===== src/rtl/cpu_types_pkg.sv =====
// Shared CPU-side types.
//   word_t      : 32-bit machine word
//   ramstate_t  : state reported by the RAM (FREE, BUSY, ACCESS, ERROR)
//   arb_state_t : ram_arbiter grant state (IDLE, DATA, INST)
package cpu_types_pkg;
  typedef logic [31:0] word_t;

  typedef enum logic [1:0] {
    FREE   = 2'd0,
    BUSY   = 2'd1,
    ACCESS = 2'd2,
    ERROR  = 2'd3
  } ramstate_t;

  typedef enum logic [1:0] {
    IDLE = 2'd0,
    DATA = 2'd1,
    INST = 2'd2
  } arb_state_t;
endpackage


===== src/rtl/ram_arbiter.sv =====
// ram_arbiter: shares the single RAM port between the coherent data bus
// controller and the per-core instruction fetch ports.
//
// Ports:
//   CLK, RST                  clock, synchronous active-high reset
//   dramREN/dramWEN           data bus read/write request
//   dramaddr/dramstore        data bus word address / write data
//   dramload, ramwait         data bus read data / wait (0 on completed word)
//   iREN[CPUS]                per-core instruction read request
//   iaddr[CPUS]               per-core instruction address
//   iwait[CPUS], iload[CPUS]  per-core wait (0 on completed word) / data
//   ramREN/ramWEN             RAM read/write enable
//   ramaddr/ramstore          RAM address / write data
//   ramload, ramstate         RAM read data / RAM status
//
// The grant is registered; RAM-side outputs are combinational from the
// current grant so the granted source's address/data pass straight through.
// The round-robin pointer is one bit, so CPUS must be 2.
module ram_arbiter
  import cpu_types_pkg::*;
#(
  parameter int CPUS = 2
) (
  input  logic                      CLK,
  input  logic                      RST,
  input  logic                      dramREN,
  input  logic                      dramWEN,
  input  logic [31:0]               dramaddr,
  input  logic [31:0]               dramstore,
  output logic [31:0]               dramload,
  output logic                      ramwait,
  input  logic [CPUS-1:0]           iREN,
  input  logic [CPUS-1:0][31:0]     iaddr,
  output logic [CPUS-1:0]           iwait,
  output logic [CPUS-1:0][31:0]     iload,
  output logic                      ramREN,
  output logic                      ramWEN,
  output logic [31:0]               ramaddr,
  output logic [31:0]               ramstore,
  input  logic [31:0]               ramload,
  input  logic [1:0]                ramstate
);

  arb_state_t state;
  logic       rr_ptr;
  logic       ifair;
  logic       gsel;

  logic       dreq;
  logic       ireq;
  logic       access;
  logic       pick;

  assign dreq   = dramREN | dramWEN;
  assign ireq   = |iREN;
  assign access = (ramstate == ACCESS);
  // Core at the pointer if it is asking, otherwise the other one.
  assign pick   = iREN[rr_ptr] ? rr_ptr : ~rr_ptr;

  always_ff @(posedge CLK) begin
    if (RST) begin
      state  <= IDLE;
      rr_ptr <= 1'b0;
      ifair  <= 1'b0;
      gsel   <= 1'b0;
    end else begin
      case (state)
        IDLE: begin
          // Data has priority unless it was served last and a fetch waits.
          if (dreq && !(ifair && ireq)) begin
            state <= DATA;
          end else if (ireq) begin
            state <= INST;
            gsel  <= pick;
          end
        end
        DATA: begin
          // Hold the grant for the whole block; release only when the
          // controller drops its request.
          if (!dreq) begin
            state <= IDLE;
            ifair <= 1'b1;
          end
        end
        INST: begin
          if (access) begin
            state  <= IDLE;
            rr_ptr <= ~gsel;
            ifair  <= 1'b0;
          end else if (!iREN[gsel]) begin
            state <= IDLE;
          end
        end
        default: state <= IDLE;
      endcase
    end
  end

  always_comb begin
    ramREN   = 1'b0;
    ramWEN   = 1'b0;
    ramaddr  = '0;
    ramstore = '0;
    ramwait  = 1'b1;
    dramload = '0;
    iwait    = '1;
    iload    = '0;
    case (state)
      DATA: begin
        // Write wins when both enables are set.
        ramWEN   = dramWEN;
        ramREN   = dramREN & ~dramWEN;
        ramaddr  = dramaddr;
        ramstore = dramstore;
        dramload = ramload;
        ramwait  = ~access;
      end
      INST: begin
        ramREN      = 1'b1;
        ramaddr     = iaddr[gsel];
        iload[gsel] = ramload;
        iwait[gsel] = ~access;
      end
      default: ;
    endcase
  end

endmodule


===== config.mk =====
export PLATFORM = sky130hd
export DESIGN_NAME = ram_arbiter
export DESIGN_NICKNAME = d
export VERILOG_FILES = /design/src/rtl/cpu_types_pkg.sv /design/src/rtl/ram_arbiter.sv
export SDC_FILE = /design/constraint.sdc
export NUM_CORES = 1
export LEC_CHECK = 0
export CORE_AREA = 5 5 126 128
export CTS_BUF_LIST = sky130_fd_sc_hd__clkbuf_16
export DETAILED_ROUTE_END_ITERATION = 10
export DIE_AREA = 0 0 131 133
export PLACE_DENSITY = 0.56
export SLEW_MARGIN = 20
export SYNTH_ARGS = -nofsm -noshare
export SYNTH_HDL_FRONTEND = slang
export SYNTH_SLANG_ARGS = --single-unit

===== constraint.sdc =====
create_clock -name CLK -period 2.4 [get_ports CLK]
set_input_delay 0.72 -clock CLK [delete_from_list [all_inputs] [get_ports CLK]]
set_output_delay 0.72 -clock CLK [all_outputs]
set_load 0.005 [all_outputs]

==> results of run 1 <==
timing repair:
action	4_1_cts	5_1_grt
pin swaps	27	20
cloned	5	2
gates resized for setup	363	130
setup endpoints to repair	165	58
setup buffers	21	8
placed cells by master (no fill, tap or decap), types with 3 or more instances in the layout:
cell,netlist,layout
nor2_1,5,4
buf_6,0,8
mux2_4,0,31
dlygate4sd2_1,0,113
buf_12,0,8
and3_1,33,33
a21oi_1,3,3
buf_2,4,34
clkdlybuf4s50_1,0,97
a22oi_2,0,32
ha_4,0,3
nor2b_1,33,32
nand3_1,3,3
and2_1,97,96
clkdlybuf4s15_1,0,47
buf_4,4,29
dlymetal6s2s_1,0,37
clkbuf_16,0,5
buf_16,0,3
nand2_1,7,7
power groups by stage:
stage	registers [W]	logic, W	clock network [W]
after floorplan	0.000107	0.000742	0
after global placement	0.000111	0.00189	0
after detailed placement	0.000111	0.00190	0
after CTS	0.000116	0.00210	0.000283
after global routing	0.000124	0.00241	0.000290
final	0.000121	0.00224	0.000280
registers in the layout (all words and copies together), names as in the netlist:
signal  flops
rr_ptr      1
ifair       1
gsel        1
state       2
worst paths after layout:
kind | start | to | slack (ps) | depth (start not counted)
worst max-delay path | iaddr[54] | ramaddr[22] | -50 | 5
worst min-delay path | rr_ptr$_SDFFE_PP0P_ | rr_ptr$_SDFFE_PP0P_ | 460 | 2
worst max register to register | state[0]$_SDFFE_PP0P_ | state[0]$_SDFFE_PP0P_ | 680 | 7
worst min register to register | rr_ptr$_SDFFE_PP0P_ | rr_ptr$_SDFFE_PP0P_ | 460 | 2
metrics by stage:
step / setup WS, ps / setup TNS (ps) / util [%] / total power, W / instances
3_5_place_dp: -418.2 / -34750 / 38.75 / 0.002010 / 807
4_1_cts: -190.6 / -1174 / 40.70 / 0.002499 / 837
3_3_place_gp: -406.8 / -34280 / 38.75 / 0.002006 / 807
2_1_floorplan: 454.7 / 0 / - / 0.0008485 / 302
6_report: -53.46 / -53.46 / 43.06 / 0.002640 / 845
5_1_grt: -89.42 / -126.6 / 43.06 / 0.002825 / 845
per-layer routing:
layer	wire length [microns]	vias up	share of wire, %
met4	142	0	0.89
li1	-	1746	-
met3	1621	12	10
met2	8095	192	51
met5	0	-	0
met1	6050	1681	38
worst max-delay path: cells and delay by family:
kind / cells / cell delay, ps
compound gates: 1 / 150
buf+inv: 2 / 520
mux: 1 / 270
simple gates: 1 / 60
cell type report:
type                            instances  area, sq um  share of cell area, %
Multi-Input combinational cell        262         2173                  34.21
Clock buffer                            3        75.07                  1.182
Timing Repair Buffer                  384         3745                  58.95
Sequential cell                         5        108.9                  1.714
Inverter                                2        10.01                 0.1576
Clock inverter                          1        5.005                0.07879
Tap cell                              188        235.2                  3.703
cell families after synthesis:
| kind of cell | Yosys count |
|---|---|
| and+or+nand+nor | 183 |
| AOI/OAI and AO/OA | 43 |
| buffers and inverters | 35 |
| muxes | 33 |
| DFF | 5 |
| adders and majority gates | 3 |
==> results.json, run 1 <==
{
  "status": "complete, but fails checks",
  "nets": 829,
  "fin_skew_ps": 6.201,
  "synth_top_family_by_area": "simple AND/OR/NAND/NOR gates",
  "synth_area_leaders": "and2_1 (29%), mux2_2 (17%), a22oi_1 (11%)",
  "syn_area_sq_mm": 0.002098,
  "post-route-period-util_pct": 102.2,
  "synth-seq-cells": 5,
  "grt_util_met3_pct": 5.813,
  "cts_tree": "done",
  "ctsRootBufferMaster": "clkbuf_16",
  "hold_buffers": 0,
  "io_buffers": 332,
  "worst-setup-path-type": "input pin to primary output",
  "ios": 333,
  "cpPeakStageDelay_ps": 410,
  "num_rows": 45,
  "p_int_w": 0.001653,
  "synthXorXnorAreaFrac_pct": 0,
  "synth_ff_type": "dfxtp_1",
  "cts_sinks": 5,
  "syn-instance-count": 302,
  "ant_nets": 0,
  "synth_compound_area_share_pct": 15.03,
  "crit_path_top_delay_cell": "clkdlybuf4s50_1",
  "hold_viol": 0,
  "clk_latency_ps": 230,
  "placed_area_sq_mm": 0.005717,
  "die_area_sq_mm": 0.01742,
  "clkPwrFrac_pct": 10.6,
  "routed_via_density": 4.297,
  "synthTopCellsByCount": "and2_1 (97), and3_1 (33), nor2b_1 (33)",
  "p_per_area_mw_per_mm2": 415.6,
  "antenna_found_initial": 0,
  "grt_use_met2_pct": 29.49,
  "cp_data_required_time_ps": 1680,
  "die_h_microns": 133,
  "first_global_vias": 3888,
  "grt_util_all_layers_pct": 16.32,
  "cp.arrival_ps": 1730,
  "seqPwrFrac_pct": 4.6,
  "yosysMostFrequentCell": "and2_1",
  "hold_path_class": "flop to flop",
  "crit_path_start_kind": "input pin",
  "relSlewSlack_pct": 75.90,
  "gr-usage-met1_pct": 18.66,
  "layout-drive-gt1-share_pct": 26.03,
  "worstPathMaxFanout": 1,
  "htree_levels": 1,
  "synth_edf_count": 0,
  "worst_pin_slew_ps": 360.1,
  "path_cells": "clkdlybuf4s50_1 -> mux2_2 -> a22oi_2 -> nor2b_1 -> clkbuf_2",
  "synth_top_area_cell": "and2_1",
  "cts_buffer_depth": 2,
  "initial_utilization_pct": 14.22,
  "synth.avg_cell_area_sq_um": 6.948,
  "rsz0062_at_grt": "true",
  "layout_min_cycle_time_ps": 2453,
  "synth_nets": 473,
  "finalSetupViolCount": 1,
  "drt_iter0_drc": 107,
  "synth_top_cell_area_share_pct": 28.92,
  "yosysSeqAreaShare_pct": 4.770,
  "totalWireLength_mm": 15.91,
  "pwr-share-comb_pct": 84.8,
  "grt-busiest-layer": "met2",
  "drcViolationCount": 0,
  "fill_cells": 1505,
  "die_w_microns": 131,
  "place.gp.congestion": 0.8285,
  "p_leak_nw": 3.410,
  "timing.fmax_mhz": 407.6,
  "worstSetupEndpointType": "primary output",
  "area_delta_synth_final_pct": 202.7,
  "slew_violations": 0,
  "holdWs_ps": 457.8,
  "grt_pass1_wl_mm": 22.35,
  "yosys.area_share.simple_pct": 53.49,
  "insertedDiodeCount": 0,
  "final_cell_area_sq_mm": 0.006352,
  "core-area_sq_mm": 0.01475,
  "wire_per_inst_microns": 18.83,
  "first_pass_iters": 4,
  "grt_max_degree": 30,
  "power.switching_w": 0.0009869,
  "num_vias": 3631,
  "cts.reportedPaths.clkPinSlew_ps": 40,
  "synthMuxAreaShare_pct": 17.71,
  "async_flop_share_pct": 0,
  "synth_fa_ha_area_share_pct": 1.789,
  "yosysUniqueCellTypes": 28,
  "violations": "setup timing",
  "numCtsBuffers": 3,
  "yosys_warnings": 0,
  "grt.overflow.total": 0,
  "peakVddDrop_mv": 0.2467,
  "fin_ws_ps": -53.46,
  "p_sw_share_pct": 37.39,
  "dp_hpwl_mm": 11.38,
  "cap_violations": 0
}
Power figures use the tool's default switching activity.
==> run 2, diff against run 1 <==
- GPL_TIMING_DRIVEN: default -> 0
==> run 2 against run 1 <==
  * The run now ends clean
  * Clock power is 5% lower
  * Wire length is 0.71% lower
  * Worst setup slack better by 88 ps
  * Largest cell class unchanged
==> results.json, run 2 (same netlist as run 1, synthesis figures left out) <==
{
  "fin_skew_ps": 0.8420,
  "cp.arrival_ps": 1650,
  "rr_startpoint": "state[1]$_SDFFE_PP0P_",
  "place.gp.congestion": 0.8381,
  "numCtsBuffers": 3,
  "cp_data_required_time_ps": 1680,
  "core-area_sq_mm": 0.01475,
  "antenna_found_initial": 1,
  "cpPeakStageDelay_ps": 500,
  "ctsRootBufferMaster": "clkbuf_16",
  "post-route-period-util_pct": 98.55,
  "nets": 835,
  "ios": 333,
  "die_w_microns": 131,
  "dp_hpwl_mm": 12.72,
  "cap_violations": 0,
  "p_per_area_mw_per_mm2": 412.9,
  "rsz0062_at_grt": "true",
  "cts_sinks": 5,
  "p_leak_nw": 3.152,
  "area_delta_synth_final_pct": 194.8,
  "hold_viol": 0,
  "layout_min_cycle_time_ps": 2365,
  "rrSetupSlack_ps": 1020,
  "hp-start": "rr_ptr$_SDFFE_PP0P_",
  "layout-drive-gt1-share_pct": 35.14,
  "relSlewSlack_pct": 76.28,
  "fin_tns_setup_ps": 0,
  "wire_per_inst_microns": 18.54,
  "ant_nets": 0,
  "timing.fmax_mhz": 422.8,
  "status": "complete, no violations",
  "crit_path_start_kind": "input pin",
  "hold_path_end": "rr_ptr$_SDFFE_PP0P_",
  "final_util_pct": 41.93,
  "drcViolationCount": 0,
  "die_area_sq_mm": 0.01742,
  "cts_buffer_depth": 2,
  "place_inst": 822,
  "final_cell_mix": "dlygate4sd2_1 (131), clkdlybuf4s50_1 (93), and2_1 (82)",
  "reg2reg_depth": 6,
  "cts_tree": "done",
  "slew_violations": 0,
  "max_flop_register": "state",
  "num_rows": 45,
  "worstPathMaxFanout": 3,
  "final_cells": 852,
  "drt_iter0_drc": 72,
  "min_path_cells": 2,
  "htree_levels": 1,
  "peakVddDrop_mv": 0.2179,
  "io_buffers": 332,
  "final_common_cell": "dlygate4sd2_1",
  "finalSetupViolCount": 0,
  "die_h_microns": 133,
  "totalWireLength_mm": 15.80,
  "first_global_vias": 4020,
  "first_pass_iters": 4,
  "cts.reportedPaths.clkPinSlew_ps": 30,
  "num_vias": 3627,
  "routed_via_density": 4.257,
  "grt_util_all_layers_pct": 16.57,
  "critPathBufInv": 2,
  "grt_max_degree": 11,
  "clk_latency_ps": 220,
  "largest_reg_flops": 2,
  "reg2reg_to": "state[0]$_SDFFE_PP0P_",
  "hold_path_class": "flop to flop",
  "initial_utilization_pct": 14.22,
  "power_w": 0.002554,
  "crit_path_top_delay_cell": "clkdlybuf4s50_1",
  "final_cell_area_sq_mm": 0.006186,
  "worstSetupEndpointType": "primary output",
  "placed_area_sq_mm": 0.005657,
  "worst-setup-path-type": "input pin to primary output",
  "grt_pass1_wl_mm": 22.69,
  "path_delay_family": "buffers and inverters",
  "worst_pin_slew_ps": 352.1,
  "grt.overflow.total": 0,
  "path_cells": "clkdlybuf4s50_1 -> and3_1 -> dlygate4sd2_1"
}
==> run 2: changes by cell type in the layout (fill, tap and decap cells not counted), moves of 14 or more <==
cell	delta
and2_4	+14
dlygate4sd2_1	+18
buf_2	+26
and2_1	-14
clkdlybuf4s15_1	-24
buf_6	+18
dlymetal6s2s_1	-33
==> run 2: power breakdown <==
group	total [W]	switching [W]	internal, W	leakage (nW)
Clock	0.000267	0.0000515	0.000216	0.0423
Combinational	0.00217	0.000892	0.00128	3.07
Sequential	0.000115	0.0000152	0.0000995	0.0416
Total	0.00255	0.000958	0.00160	3.15
==> run 2: how the worst max path moves through the flow <==
| stage | startpoint | to | slack, ps | cells after the start |
|---|---|---|---|---|
| 6_report | ramload[29] | iload[61] | 30 | 3 |
| 5_1_grt | state[1]$_SDFFE_PP0P_ | ramaddr[7] | -20 | 8 |
| 4_1_cts | iaddr[39] | ramaddr[7] | -200 | 5 |
| 3_5_place_dp | ramstate[1] | iwait[1] | -570 | 4 |
| 3_3_place_gp | ramstate[1] | iwait[1] | -530 | 4 |
| 2_1_floorplan | state[1]$_SDFFE_PP0P_ | ramaddr[25] | 450 | 6 |
==> run 2: cell type report <==
type                       instances  area (sq um)
antenna                            1         2.502
buffer                            32         410.4
clock buffer                       3         75.07
clock inverter                     1         3.754
fill                            1560          8566
inverter                           2         7.507
multi-input combinational        262          2222
sequential                         5         102.6
tap                              188         235.2
timing repair buffer             358          3127
==> run 2: timing repair <==
| item | 4_1_cts | 5_1_grt |
|---|---|---|
| buffers inserted | 26 | 1 |
| pin swaps | 47 | 3 |
| hold endpoints to repair | 0 | 0 |
| endpoints found under the setup margin | 165 | 86 |
| hold buffers | 0 | 0 |
| cloned | 3 | 0 |
| gates resized for setup | 666 | 38 |
==> run 2: through the flow <==
| stage | setup WS, ps | hold WS [ps] |
|---|---|---|
| floorplan | 454.7 | 425.2 |
| global placement | -529.1 | 454.7 |
| detailed placement | -566.9 | 455.2 |
| CTS | -201.8 | 458.7 |
| global route | -21.24 | 495.1 |
| finish | 34.81 | 463.8 |
==> run 2: tightest hold or removal path, stage by stage (launching register included) <==
cell and delay (ps):
dfxtp_1 300, nand2_1 60, a21oi_1 60
==> run 2: metal layers <==
metal,vias to the layer above,GRT usage (%),wire length [microns]
met1,1679,18.85,6039
met5,-,0,0
met3,14,5.571,1511
met2,176,29.91,8049
met4,0,2.914,195
li1,1758,-,-
==> run 3, diff against run 2 <==
- CTS_CLUSTER_DIAMETER: default -> 200
- PLACE_DENSITY: 0.56 -> default
- PLACE_DENSITY_LB_ADDON: default -> 0.1
==> run 3 against run 2 <==
  * The flow now finishes with violations (setup timing)
  * Register-to-register slack improved by 20 ps
  * Sequential cell count did not move
  * Total power fell by 2.4%
  * Utilization rose by 0.46 points
==> results.json, run 3 (same netlist as run 1, synthesis figures left out) <==
{
  "cp.arrival_ps": 1830,
  "finalSetupViolCount": 1,
  "hold_buffers": 0,
  "slew_violations": 0,
  "cp_data_required_time_ps": 1680,
  "wire_per_inst_microns": 17.54,
  "multi_input_area_sq_mm": 0.002186,
  "rrSetupSlack_ps": 1040,
  "ctsRootBufferMaster": "clkbuf_16",
  "place.gp.congestion": 0.7764,
  "hold_path_end": "rr_ptr$_SDFFE_PP0P_",
  "layout_min_cycle_time_ps": 2552,
  "min_path_cells": 2,
  "core-area_sq_mm": 0.01475,
  "ios": 333,
  "nets": 830,
  "grt.overflow.total": 0,
  "cts_tree": "done",
  "worst_pin_slew_ps": 375.3,
  "grt_pass1_wl_mm": 21.49,
  "grt_util_all_layers_pct": 15.48,
  "worst-setup-path-type": "input pin to primary output",
  "num_vias": 3605,
  "max_flop_register": "state",
  "cts.reportedPaths.clkPinSlew_ps": 30,
  "die_h_microns": 133,
  "p_per_area_mw_per_mm2": 398.8,
  "numCtsBuffers": 3,
  "status": "complete, but fails checks",
  "antenna_found_initial": 1,
  "seqPwrFrac_pct": 4.7,
  "fin_skew_ps": 1.559,
  "rsz0062_at_grt": "true",
  "cap_violations": 0,
  "clk_latency_ps": 230,
  "die_area_sq_mm": 0.01742,
  "dp_hpwl_mm": 11.88,
  "final_util_pct": 42.39,
  "drt_iter0_drc": 76,
  "rr_startpoint": "state[1]$_SDFFE_PP0P_",
  "cts_buffer_depth": 2,
  "reg2reg_to": "state[1]$_SDFFE_PP0P_",
  "first_global_vias": 3886,
  "layout-drive-gt1-share_pct": 30.09,
  "first_pass_iters": 6,
  "final-seq-area_sq_um": 105.1,
  "worstPathMaxFanout": 1,
  "largest_reg_flops": 2,
  "htree_levels": 1,
  "p_int_w": 0.001584,
  "relSlewSlack_pct": 74.89,
  "hold_path_class": "flop to flop",
  "post-route-period-util_pct": 106.3,
  "routed_via_density": 4.256,
  "reg2reg_depth": 6,
  "p_sw_share_pct": 36.49,
  "fill_cells": 1534,
  "power.switching_w": 0.0009100,
  "drcViolationCount": 0,
  "io_buffers": 332,
  "hp-start": "rr_ptr$_SDFFE_PP0P_",
  "crit_path_start_kind": "input pin",
  "violations": "setup timing",
  "clkPwrFrac_pct": 10.9,
  "die_w_microns": 131,
  "initial_utilization_pct": 14.22,
  "cts_sinks": 5,
  "totalWireLength_mm": 14.85,
  "num_rows": 45,
  "worstSetupEndpointType": "primary output",
  "pwr-share-comb_pct": 84.5,
  "fin_tns_setup_ps": -152.1,
  "area_delta_synth_final_pct": 198.0,
  "grt_max_degree": 11,
  "peakVddDrop_mv": 0.2018,
  "final_common_cell": "dlygate4sd2_1",
  "ant_nets": 0,
  "hold_viol": 0,
  "timing.fmax_mhz": 391.8,
  "final_cell_mix": "dlygate4sd2_1 (114), clkdlybuf4s50_1 (96), and2_1 (93)",
  "fin_ws_ps": -152.1,
  "p_leak_nw": 3.721
}
[run 3: cell types whose count changed in the layout (fill, tap and decap cells not counted), moves of 2 or more]
cell and delta:
dlymetal6s2s_1 +46, dlygate4sd2_1 -17, buf_6 -14, clkdlybuf4s15_1 -14, and2_1 +11, and2_4 -11, clkbuf_8 +8, buf_2 -7
clkdlybuf4s15_2 -4, buf_8 -3, clkbuf_16 -3, clkdlybuf4s50_1 +3, buf_12 +2, clkbuf_2 -2
[run 3: layout make-up]
type | count | share of cell area [%]
plain buffers | 31 | 5.882
clock buffers | 3 | 1.200
repair buffers | 354 | 52.26
clock inverters | 1 | 0.06002
diodes | 1 | 0.04002
well taps | 188 | 3.762
inverters | 2 | 0.1601
flip-flops and latches | 5 | 1.681
multi-input cells | 262 | 34.95
[run 3: critical path, stage by stage]
cell,delay (ps)
clkdlybuf4s50_1,400
mux2_2,270
a22oi_2,120
nor2b_1,60
dlygate4sd2_1,260
[run 3: layer usage]
metal	up-vias	share of wire [%]	track usage (%)	wire length, microns
met2	189	53	29.57	7861
li1	1747	-	-	-
met4	0	2.0	3.943	296
met5	-	0	0	0
met3	20	9.6	4.602	1428
met1	1649	35	16.09	5267
[run 3: repair_timing]
item | CTS | global route
gates cloned | 4 | 1
resized for setup | 506 | 102
pin swaps | 25 | 10
setup endpoints to repair | 165 | 116
hold endpoints to repair | 0 | 0
setup buffers | 14 | 4
[run 3: worst max-delay path by stage]
stage / startpoint / endpoint / slack [ps] / cells past startpoint
global placement: ramstate[1] / iwait[0] / -580 / 4
CTS: ramload[17] / iload[49] / -210 / 3
global route: iaddr[17] / ramaddr[17] / -200 / 5
floorplan: state[1]$_SDFFE_PP0P_ / ramaddr[25] / 450 / 6
finish: iaddr[17] / ramaddr[17] / -150 / 5
detailed placement: ramstate[1] / iwait[0] / -620 / 4
[run 3: power by group through the flow]
stage               combinational, W  clock (W)  sequential, W
finish                       0.00211   0.000271       0.000116
global route                 0.00229   0.000285       0.000119
CTS                          0.00209   0.000277       0.000110
detailed placement           0.00184          0       0.000109
global placement             0.00184          0       0.000108
floorplan                   0.000742          0       0.000107
[run 3: stage by stage]
stage,area (sq um),hold slack (ps),power [W],setup WS [ps],instances
floorplan,2098,425.2,0.0008485,454.7,302
global placement,5657,455.4,0.001947,-576.9,822
detailed placement,5657,447.3,0.001953,-619.6,822
CTS,6025,451.7,0.002475,-210.8,844
global route,6254,497.6,0.002694,-201.7,847
finish,6254,450.6,0.002494,-152.1,847
